$ cat src/rtl/pic_nest.sv
// Nested-priority interrupt controller: edge-latched requests, mask, in-service ceiling, EOI.
// Optional level-sensitive channels via the PIC_LEVEL_MODE_EN macro (MODE register at offset 2N+4).
module pic_nest #(
    parameter logic [7:0]  PIC_ADDRESS = 8'h00,
    parameter int unsigned NUM_IRQ     = 4
) (
    input  logic               clk,
    input  logic               reset,
    input  logic [7:0]         din,
    input  logic [7:0]         address,
    input  logic               w_en,
    input  logic               r_en,
    output logic [7:0]         dout,
    output logic               interrupt,
    output logic [15:0]        intVect,
    input  logic               intAck,
    input  logic [NUM_IRQ-1:0] irq
);

    localparam int unsigned IW = $clog2(NUM_IRQ + 1);
    localparam logic [7:0] OFF_EN   = 8'(2 * NUM_IRQ);
    localparam logic [7:0] OFF_PEND = 8'(2 * NUM_IRQ + 1);
    localparam logic [7:0] OFF_INS  = 8'(2 * NUM_IRQ + 2);
    localparam logic [7:0] OFF_EOI  = 8'(2 * NUM_IRQ + 3);
`ifdef PIC_LEVEL_MODE_EN
    localparam logic [7:0] OFF_MODE = 8'(2 * NUM_IRQ + 4);
`endif

    logic [7:0]         vect_l_q [NUM_IRQ];
    logic [7:0]         vect_h_q [NUM_IRQ];
    logic [NUM_IRQ-1:0] en_q;
    logic [NUM_IRQ-1:0] pend_q, pend_d;
    logic [NUM_IRQ-1:0] ins_q, ins_d;
    logic [NUM_IRQ-1:0] irq_prev_q;
    logic [IW-1:0]      cur_q;
    logic               int_q;
    logic [15:0]        vect_q;
    logic [7:0]         dout_q;
`ifdef PIC_LEVEL_MODE_EN
    logic [NUM_IRQ-1:0] mode_q;
`endif

    logic [8:0]         diff;
    logic               in_win;
    logic [7:0]         off;
    logic               wr_hit;
    logic               ack;
    logic [NUM_IRQ-1:0] rise;
    logic [NUM_IRQ-1:0] ack_mask;
    logic [NUM_IRQ-1:0] eoi_mask;
    logic [NUM_IRQ-1:0] eligible;
    logic [NUM_IRQ-1:0] ins_eff;
    logic               win_found;
    logic [IW-1:0]      win_idx;
    logic [IW-1:0]      ceil_idx;
    logic               ceil_found;
    logic               eoi_found;
    logic               req;
    logic [15:0]        win_vec;
    logic [7:0]         rdata;

    // Below-base addresses borrow into bit 8 and fall outside the window.
    assign diff   = {1'b0, address} - {1'b0, PIC_ADDRESS};
    assign in_win = ~diff[8];
    assign off    = diff[7:0];
    assign wr_hit = w_en & in_win;

    assign ack      = intAck & int_q;
    assign rise     = irq & ~irq_prev_q;
    assign eligible = pend_q & en_q;

    always_comb begin
        ack_mask = '0;
        for (int unsigned i = 0; i < NUM_IRQ; i++) begin
            ack_mask[i] = ack && (cur_q == IW'(i));
        end
    end

    always_comb begin
        eoi_mask  = '0;
        eoi_found = 1'b0;
        for (int unsigned i = 0; i < NUM_IRQ; i++) begin
            if (!eoi_found && ins_q[i]) begin
                eoi_mask[i] = 1'b1;
                eoi_found   = 1'b1;
            end
        end
    end

    // The channel being acked counts as in service already, so it drops on the ack edge.
    assign ins_eff = ins_q | ack_mask;

    always_comb begin
        win_found  = 1'b0;
        win_idx    = '0;
        ceil_found = 1'b0;
        ceil_idx   = IW'(NUM_IRQ);
        win_vec    = '0;
        for (int unsigned i = 0; i < NUM_IRQ; i++) begin
            if (!win_found && eligible[i]) begin
                win_found = 1'b1;
                win_idx   = IW'(i);
                win_vec   = {vect_h_q[i], vect_l_q[i]};
            end
            if (!ceil_found && ins_eff[i]) begin
                ceil_found = 1'b1;
                ceil_idx   = IW'(i);
            end
        end
    end

    assign req = win_found && (win_idx < ceil_idx);

    // Clears apply before the new edge so a coincident edge keeps the request pending.
    always_comb begin
        pend_d = pend_q;
        if (wr_hit && off == OFF_PEND) begin
            pend_d = pend_d & ~din[NUM_IRQ-1:0];
        end
        pend_d = (pend_d & ~ack_mask) | rise;
`ifdef PIC_LEVEL_MODE_EN
        pend_d = (pend_d & ~mode_q) | (irq & mode_q);
`endif
    end

    always_comb begin
        ins_d = ins_q;
        if (wr_hit && off == OFF_EOI) begin
            ins_d = ins_d & ~eoi_mask;
        end
        ins_d = ins_d | ack_mask;
    end

    always_comb begin
        rdata = '0;
        if (in_win) begin
            for (int unsigned i = 0; i < NUM_IRQ; i++) begin
                if (off == 8'(2 * i))     rdata = vect_l_q[i];
                if (off == 8'(2 * i + 1)) rdata = vect_h_q[i];
            end
            if (off == OFF_EN)   rdata[NUM_IRQ-1:0] = en_q;
            if (off == OFF_PEND) rdata[NUM_IRQ-1:0] = pend_q;
            if (off == OFF_INS)  rdata[NUM_IRQ-1:0] = ins_q;
`ifdef PIC_LEVEL_MODE_EN
            if (off == OFF_MODE) rdata[NUM_IRQ-1:0] = mode_q;
`endif
        end
    end

    always_ff @(posedge clk or negedge reset) begin
        if (!reset) begin
            for (int unsigned i = 0; i < NUM_IRQ; i++) begin
                vect_l_q[i] <= '0;
                vect_h_q[i] <= '0;
            end
            en_q       <= '0;
            pend_q     <= '0;
            ins_q      <= '0;
            irq_prev_q <= '0;
            cur_q      <= '0;
            int_q      <= 1'b0;
            vect_q     <= '0;
            dout_q     <= '0;
`ifdef PIC_LEVEL_MODE_EN
            mode_q     <= '0;
`endif
        end else begin
            for (int unsigned i = 0; i < NUM_IRQ; i++) begin
                if (wr_hit && off == 8'(2 * i))     vect_l_q[i] <= din;
                if (wr_hit && off == 8'(2 * i + 1)) vect_h_q[i] <= din;
            end
            if (wr_hit && off == OFF_EN) en_q <= din[NUM_IRQ-1:0];
`ifdef PIC_LEVEL_MODE_EN
            if (wr_hit && off == OFF_MODE) mode_q <= din[NUM_IRQ-1:0];
`endif
            pend_q     <= pend_d;
            ins_q      <= ins_d;
            irq_prev_q <= irq;
            int_q      <= req;
            if (req) begin
                vect_q <= win_vec;
                cur_q  <= win_idx;
            end
            if (r_en) dout_q <= rdata;
        end
    end

    assign dout      = dout_q;
    assign interrupt = int_q;
    assign intVect   = vect_q;

endmodule

$ cat config.mk
export PLATFORM = sky130hd
export DESIGN_NAME = pic_nest
export DESIGN_NICKNAME = d
export VERILOG_FILES = /design/src/rtl/pic_nest.sv
export SDC_FILE = /design/constraint.sdc
export NUM_CORES = 1
export LEC_CHECK = 0
export BUFFER_PORTS_ARGS = -buffer_cell sky130_fd_sc_hd__buf_2
export CAP_MARGIN = 20
export CORE_AREA = 2 2 115 117
export CTS_CLUSTER_DIAMETER = 60
export DETAILED_ROUTE_END_ITERATION = 6
export DIE_AREA = 0 0 117 119
export GPL_TIMING_DRIVEN = 0
export PLACE_DENSITY_LB_ADDON = 0.1
export SETUP_SLACK_MARGIN = 0.3
export SLEW_MARGIN = 20
export SYNTH_ARGS = -nofsm -noshare
export SYNTH_HDL_FRONTEND = slang
export SYNTH_SLANG_ARGS = --single-unit
$ cat constraint.sdc
create_clock -name clk -period 5.8 [get_ports clk]
set_input_delay 0.58 -clock clk [delete_from_list [all_inputs] [get_ports clk]]
set_output_delay 0.58 -clock clk [all_outputs]
set_load 0.01 [all_outputs]
==> qor.yml, run 1 <==
outcome:
  status: "completed"
synth:
  yosys.area_share.simple: 0.117
  yosysWarnings: 0
  muxShareOfSynthArea: 0.220
  synth_area_mm2: 0.00544
  async_flop_share: 1.00
  synth_top_cell_area_share: 0.492
  synth_seq_area_share: 0.492
  synth_area_leaders: "dfrtp_1, mux2_2, o21ai_0"
  synth_ff_type: "dfrtp_1"
  ys_ff_latch: 107
  yosysTopAreaCell: "dfrtp_1"
  synth_cell_type_count: 47
  synth_top_family_by_area: "multiplexers"
  synth-edff-count: 0
  synthXorXnorAreaFrac: 0
  synthAdderAreaFrac: 0
  synth_nets: 491
  synth_area_per_cell_um2: 11.7
  postSynthCellCount: 466
  synth_compound_area_frac: 0.133
routing:
  drt_iter0_drc: 352
  routed_via_density: 5.73
  finalWirelength_um: 15200
  via_count: 4013
  first_pass_iters: 4
  ant_nets: 0
  drc: 0
  wl_per_cell_um: 21.7
timing:
  fin_skew_ns: 0.00687
  post-route-min-period_ns: 2.71
  max-slew-margin-rel: 0.438
  whs_ns: 0.127
  finalHoldViolCount: 0
  fin_tns_setup_ns: 0
  period_share: 0.467
  rsz0062_at_grt: "no"
  slew_viol_final: 0
  tightest_slew_ns: 0.837
  fmax_mhz: 369
  setup_violations: 0
  timing.final.ws_setup_ns: 3.09
layout:
  nNetsFinal: 547
  fin_util: 0.479
  fill_cells: 1206
  antenna_cells: 0
  drive_gt1_frac: 0.321
  final_cells: 700
  area_growth_syn_to_layout_pct: 13.4
worst_setup_path:
  required_ns: 6.09
  cp.arrival_ns: 3.00
  critPathKind: "flip-flop to flip-flop"
  r2r-start: "pend_q[2]"
  critical_path_peak_fanout: 10
  cp-start-kind: "flip-flop"
  reg2reg_slack_ns: 3.09
  cp-end-kind: "flip-flop"
  critPathLaunch: "pend_q[2]"
floorplanning:
  dieArea_mm2: 0.0139
  start_util: 0.423
  die_x_um: 117
  die-height_um: 119
  core_mm2: 0.0129
  row_count: 42
  ios: 50
global_route:
  grt_pass1_vias: 3998
  grt-ovfl-total: 0
  grt_use_total: 0.233
  grt_pass1_wl_um: 23800
  antenna_found_initial: 0
  grt_max_degree: 70
job:
  maxCapViolations: 0
pwr:
  p_leak_uw: 0.00287
  peakVddDrop_v: 0.000137
  power_density_mw_per_mm2: 280
cts:
  post_cts_buffers: 0
  h-tree-depth: 3
  cts.clk_slew.worst_paths_ns: 0.07
  cts_buffer_depth: 2
  cts_buffers: 9
  root_buffer: "clkbuf_16"
  ctsResizeCount: 0
  cts_sinks: 107
  clk_latency_ns: 0.35
  cts_hold_buf: 0
  tritoncts: "done"
placed_design:
  io_buffers: 44
  placed_cells: 687
  post-place-ws_ns: 3.00
  gp_congestion: 0.837
  hpwl_um: 10700
worst_hold_path:
  hold_path_class: "input pin to asynchronous set/reset pin"
[synth_stat cells, drive strengths merged, types with 4 or more instances]
cell,number
dfrtp,107
mux2,85
o21ai,47
nand2,39
a221oi,19
clkbuf,18
nor2,17
buf,12
a21oi,11
inv,11
nand3,11
nor2b,11
o22ai,10
mux4,9
nand2b,9
a31oi,5
o211ai,5
mux2i,4
o21bai,4
[state kept, by name, indices dropped and copies added, names as in the netlist]
signal	flops
en_q	4
intVect	16
vect_l_q	32
irq_prev_q	4
vect_h_q	32
interrupt	1
dout	8
pend_q	4
cur_q	2
ins_q	4
[worst paths after layout]
path / depth (start not counted) / endpoint
setup / recovery: 7 / intVect[7]
hold / removal: 1 / irq_prev_q[1]
setup reg to reg: 7 / intVect[7]
hold reg to reg: 1 / pend_q[2]
max in group asynchronous: 2 / vect_h_q[29]
min in group clk: 1 / irq_prev_q[0]
[metal layers]
metal  up-vias  GRT usage  routed length [µm]
li1       1840          -                   -
met1      2057      0.364                7370
met2       101      0.337                6980
met3        15     0.0265                 613
met4         0     0.0772                 260
met5         -          0                   0
[cell type report]
| class | count | area (µm²) | area share |
|---|---|---|---|
| sequential | 107 | 2680 | 0.434 |
| multi-input combinational | 318 | 2560 | 0.415 |
| clock inverter | 2 | 13.8 | 0.00223 |
| buffer | 30 | 160 | 0.0259 |
| timing repair buffer | 45 | 254 | 0.0411 |
| tap | 176 | 220 | 0.0357 |
| inverter | 11 | 41.3 | 0.00669 |
| clock buffer | 11 | 243 | 0.0393 |
[report_power, final]
group | switching [µW] | leakage [µW] | internal [µW] | total, µW
clock | 269 | 0.000128 | 297 | 566
sequential | 69.8 | 0.00143 | 819 | 889
combinational | 156 | 0.00131 | 119 | 275
total | 494 | 0.00287 | 1230 | 1730
[through the flow]
| stage | instance area, µm² | total power [µW] |
|---|---|---|
| after floorplan | 5440 | 1050 |
| after global placement | 5880 | 1170 |
| final | 6170 | 1730 |
| after CTS | 6170 | 1740 |
| after global routing | 6170 | 1810 |
| after detailed placement | 5920 | 1180 |
[logic make-up (layout without fill, tap and decap cells)]
logic type,after synthesis,in the layout
compound gates,113,113
buf+inv,41,99
flops,107,107
mux,98,98
simple gates,107,107
[worst max-delay path, stage by stage, from the launching register on]
cell and delay, ns:
dfrtp_1 0.42, and2_1 0.17, buf_2 0.21, nor2_1 0.67, clkbuf_1 0.51, a221oi_1 0.23
o21ai_0 0.25, mux2_2 0.19
[cells in the final DEF, fill, tap and decap left out, drive strengths merged, types with 4 or more instances in the layout]
cell type	synthesis	layout
dfrtp	107	107
mux2	85	85
buf	12	57
o21ai	47	47
nand2	39	39
clkbuf	18	29
a221oi	19	19
nor2	17	17
inv	11	12
nor2b	11	11
a21oi	11	11
nand3	11	11
o22ai	10	10
nand2b	9	9
mux4	9	9
a31oi	5	5
o211ai	5	5
o21bai	4	4
mux2i	4	4
(Power assumes the default switching activity.)
==> run 2: changes to the inputs <==
- clock period: 5.8 -> 2.6 ns (I/O delays scaled with it)
==> qor.yml, run 2 (synthesized netlist as in run 1, its figures left out) <==
layout:
  fin_area_mm2: 0.00626
  final_common_cell: "dfrtp_1"
  drive_gt1_frac: 0.347
  antenna_cells: 0
  area_growth_syn_to_layout_pct: 15.1
  mostFrequentLayoutCells: "dfrtp_1, mux2_2, buf_2, o21ai_0, nand2_1"
  nNetsFinal: 551
  final_cells: 704
global_route:
  grt_pass1_vias: 4019
  top_usage_layer: "met1"
  grt_use_total: 0.235
  antenna_found_initial: 1
  use_met3: 0.0270
  met1_usage: 0.368
  grt_pass1_wl_um: 24000
  use_met2: 0.341
  grt-ovfl-total: 0
  grt_max_degree: 70
placed_design:
  placed_cells: 687
  io_buffers: 44
  gp_congestion: 0.837
  hpwl_um: 10700
  dpl_cell_area_mm2: 0.00592
  post-place-ws_ns: -0.0529
outcome:
  status: "completed"
worst_hold_path:
  hold_path_class: "input pin to flip-flop"
  min_path_cells: 1
pwr:
  power_uw: 3880
  share_comb_of_total_power: 0.166
  peakVddDrop_v: 0.000307
  power_density_mw_per_mm2: 620
  pwr-share-clk: 0.324
  p_int_uw: 2770
  p_seq_frac: 0.511
  power.switching_uw: 1110
  p_leak_uw: 0.00292
  switching_share: 0.287
cts:
  cts_buffers: 9
  root_buffer: "clkbuf_16"
  cts_sinks: 107
  cts_buffer_depth: 2
  tritoncts: "done"
  clk_latency_ns: 0.35
  h-tree-depth: 3
  cts.clk_slew.worst_paths_ns: 0.07
floorplanning:
  row_count: 42
  start_util: 0.423
  die-height_um: 119
  die_x_um: 117
  ios: 50
  dieArea_mm2: 0.0139
  core_mm2: 0.0129
routing:
  via_count: 4065
  drc: 0
  finalWirelength_um: 15500
  drt_iter0_drc: 326
  routed_via_density: 5.77
  first_pass_iters: 5
  wl_per_cell_um: 22.0
  ant_nets: 0
timing:
  finalHoldViolCount: 0
  setup_violations: 0
  max-slew-margin-rel: 0.503
  post-route-min-period_ns: 2.22
  whs_ns: 0.0285
  slew_viol_final: 0
  fmax_mhz: 451
  fin_skew_ns: 0.00736
  rsz0062_at_grt: "no"
  tightest_slew_ns: 0.742
  timing.final.ws_setup_ns: 0.384
  period_share: 0.852
job:
  maxCapViolations: 0
worst_setup_path:
  required_ns: 2.84
  cp-start-kind: "flip-flop"
  crit_path_max_incr_delay_ns: 0.50
  crit_chain: "and2_1 -> clkbuf_4 -> clkbuf_2 -> a221oi_1 -> o21ai_0 -> mux2_2"
  critPathKind: "flip-flop to flip-flop"
  reg2reg_depth: 6
  cp.arrival_ns: 2.45
  cp-end-kind: "flip-flop"
  critical_path_peak_fanout: 10
  slowest_stage: "a221oi_1"
[run 2: cell types whose count changed in the layout (fill, tap and decap cells not counted)]
| cell | before | now |
|---|---|---|
| a221oi_1 | 19 | 13 |
| a221oi_2 | 0 | 6 |
| buf_2 | 48 | 47 |
| buf_4 | 1 | 4 |
| clkbuf_1 | 19 | 15 |
| clkbuf_2 | 0 | 4 |
| clkbuf_4 | 0 | 1 |
| dlygate4sd3_1 | 0 | 1 |
| nor2_1 | 10 | 9 |
| nor2_4 | 3 | 4 |
| nor4_1 | 2 | 1 |
| nor4_2 | 0 | 1 |
[run 2: metal layers]
metal,vias up,share of wire
met5,-,0.00084
met4,2,0.014
met3,14,0.051
li1,1845,-
met2,130,0.46
met1,2074,0.47
[run 2: cell type report]
| cell class | instances | area, µm² |
|---|---|---|
| fillers | 1199 | 6610 |
| multi-input cells | 318 | 2620 |
| plain buffers | 30 | 168 |
| repair buffers | 49 | 287 |
| clock inverters | 2 | 13.8 |
| clock buffers | 11 | 243 |
| flip-flops and latches | 107 | 2680 |
| inverters | 11 | 41.3 |
| well taps | 176 | 220 |
[run 2: final timing paths]
check / slack (ns) / end / start
max in group asynchronous: 1.54 / vect_l_q[12] / reset
min reg2reg: 0.42 / pend_q[2] / irq_prev_q[2]
min in group asynchronous: 0.38 / en_q[1] / reset
max: 0.38 / intVect[6] / pend_q[2]
max reg2reg: 0.38 / intVect[6] / pend_q[2]
min: 0.03 / irq_prev_q[0] / irq[0]
[run 2: what timing repair did]
action / CTS / global route
hold buffers: 1 / 0
setup endpoints to repair: 19 / 16
pin swaps: 1 / 0
buffers inserted: 3 / 0
hold endpoints to repair: 38 / 0
gates resized for setup: 2 / 15
[run 2: through the flow]
step | util | TNS, ns
floorplan | - | 0
global placement | 0.457 | -3.09
detailed placement | 0.460 | -0.307
CTS | 0.482 | 0
global route | 0.487 | 0
finish | 0.487 | 0
[run 2: power groups by stage]
| stage | registers (µW) | clock network, µW | logic [µW] |
|---|---|---|---|
| finish | 1980 | 1260 | 643 |
| floorplan | 2000 | 0 | 352 |
| global placement | 2000 | 0 | 600 |
| global route | 2010 | 1350 | 705 |
| detailed placement | 2010 | 0 | 615 |
| CTS | 1980 | 1290 | 640 |
[run 2: critical path: cells and delay by family, from the launching register on]
| family | cells | cell delay (ns) |
|---|---|---|
| AOI/OAI and AO/OA | 2 | 0.69 |
| buffers and inverters | 2 | 0.52 |
| DFF | 1 | 0.43 |
| muxes | 1 | 0.29 |
| and+or+nand+nor | 1 | 0.18 |
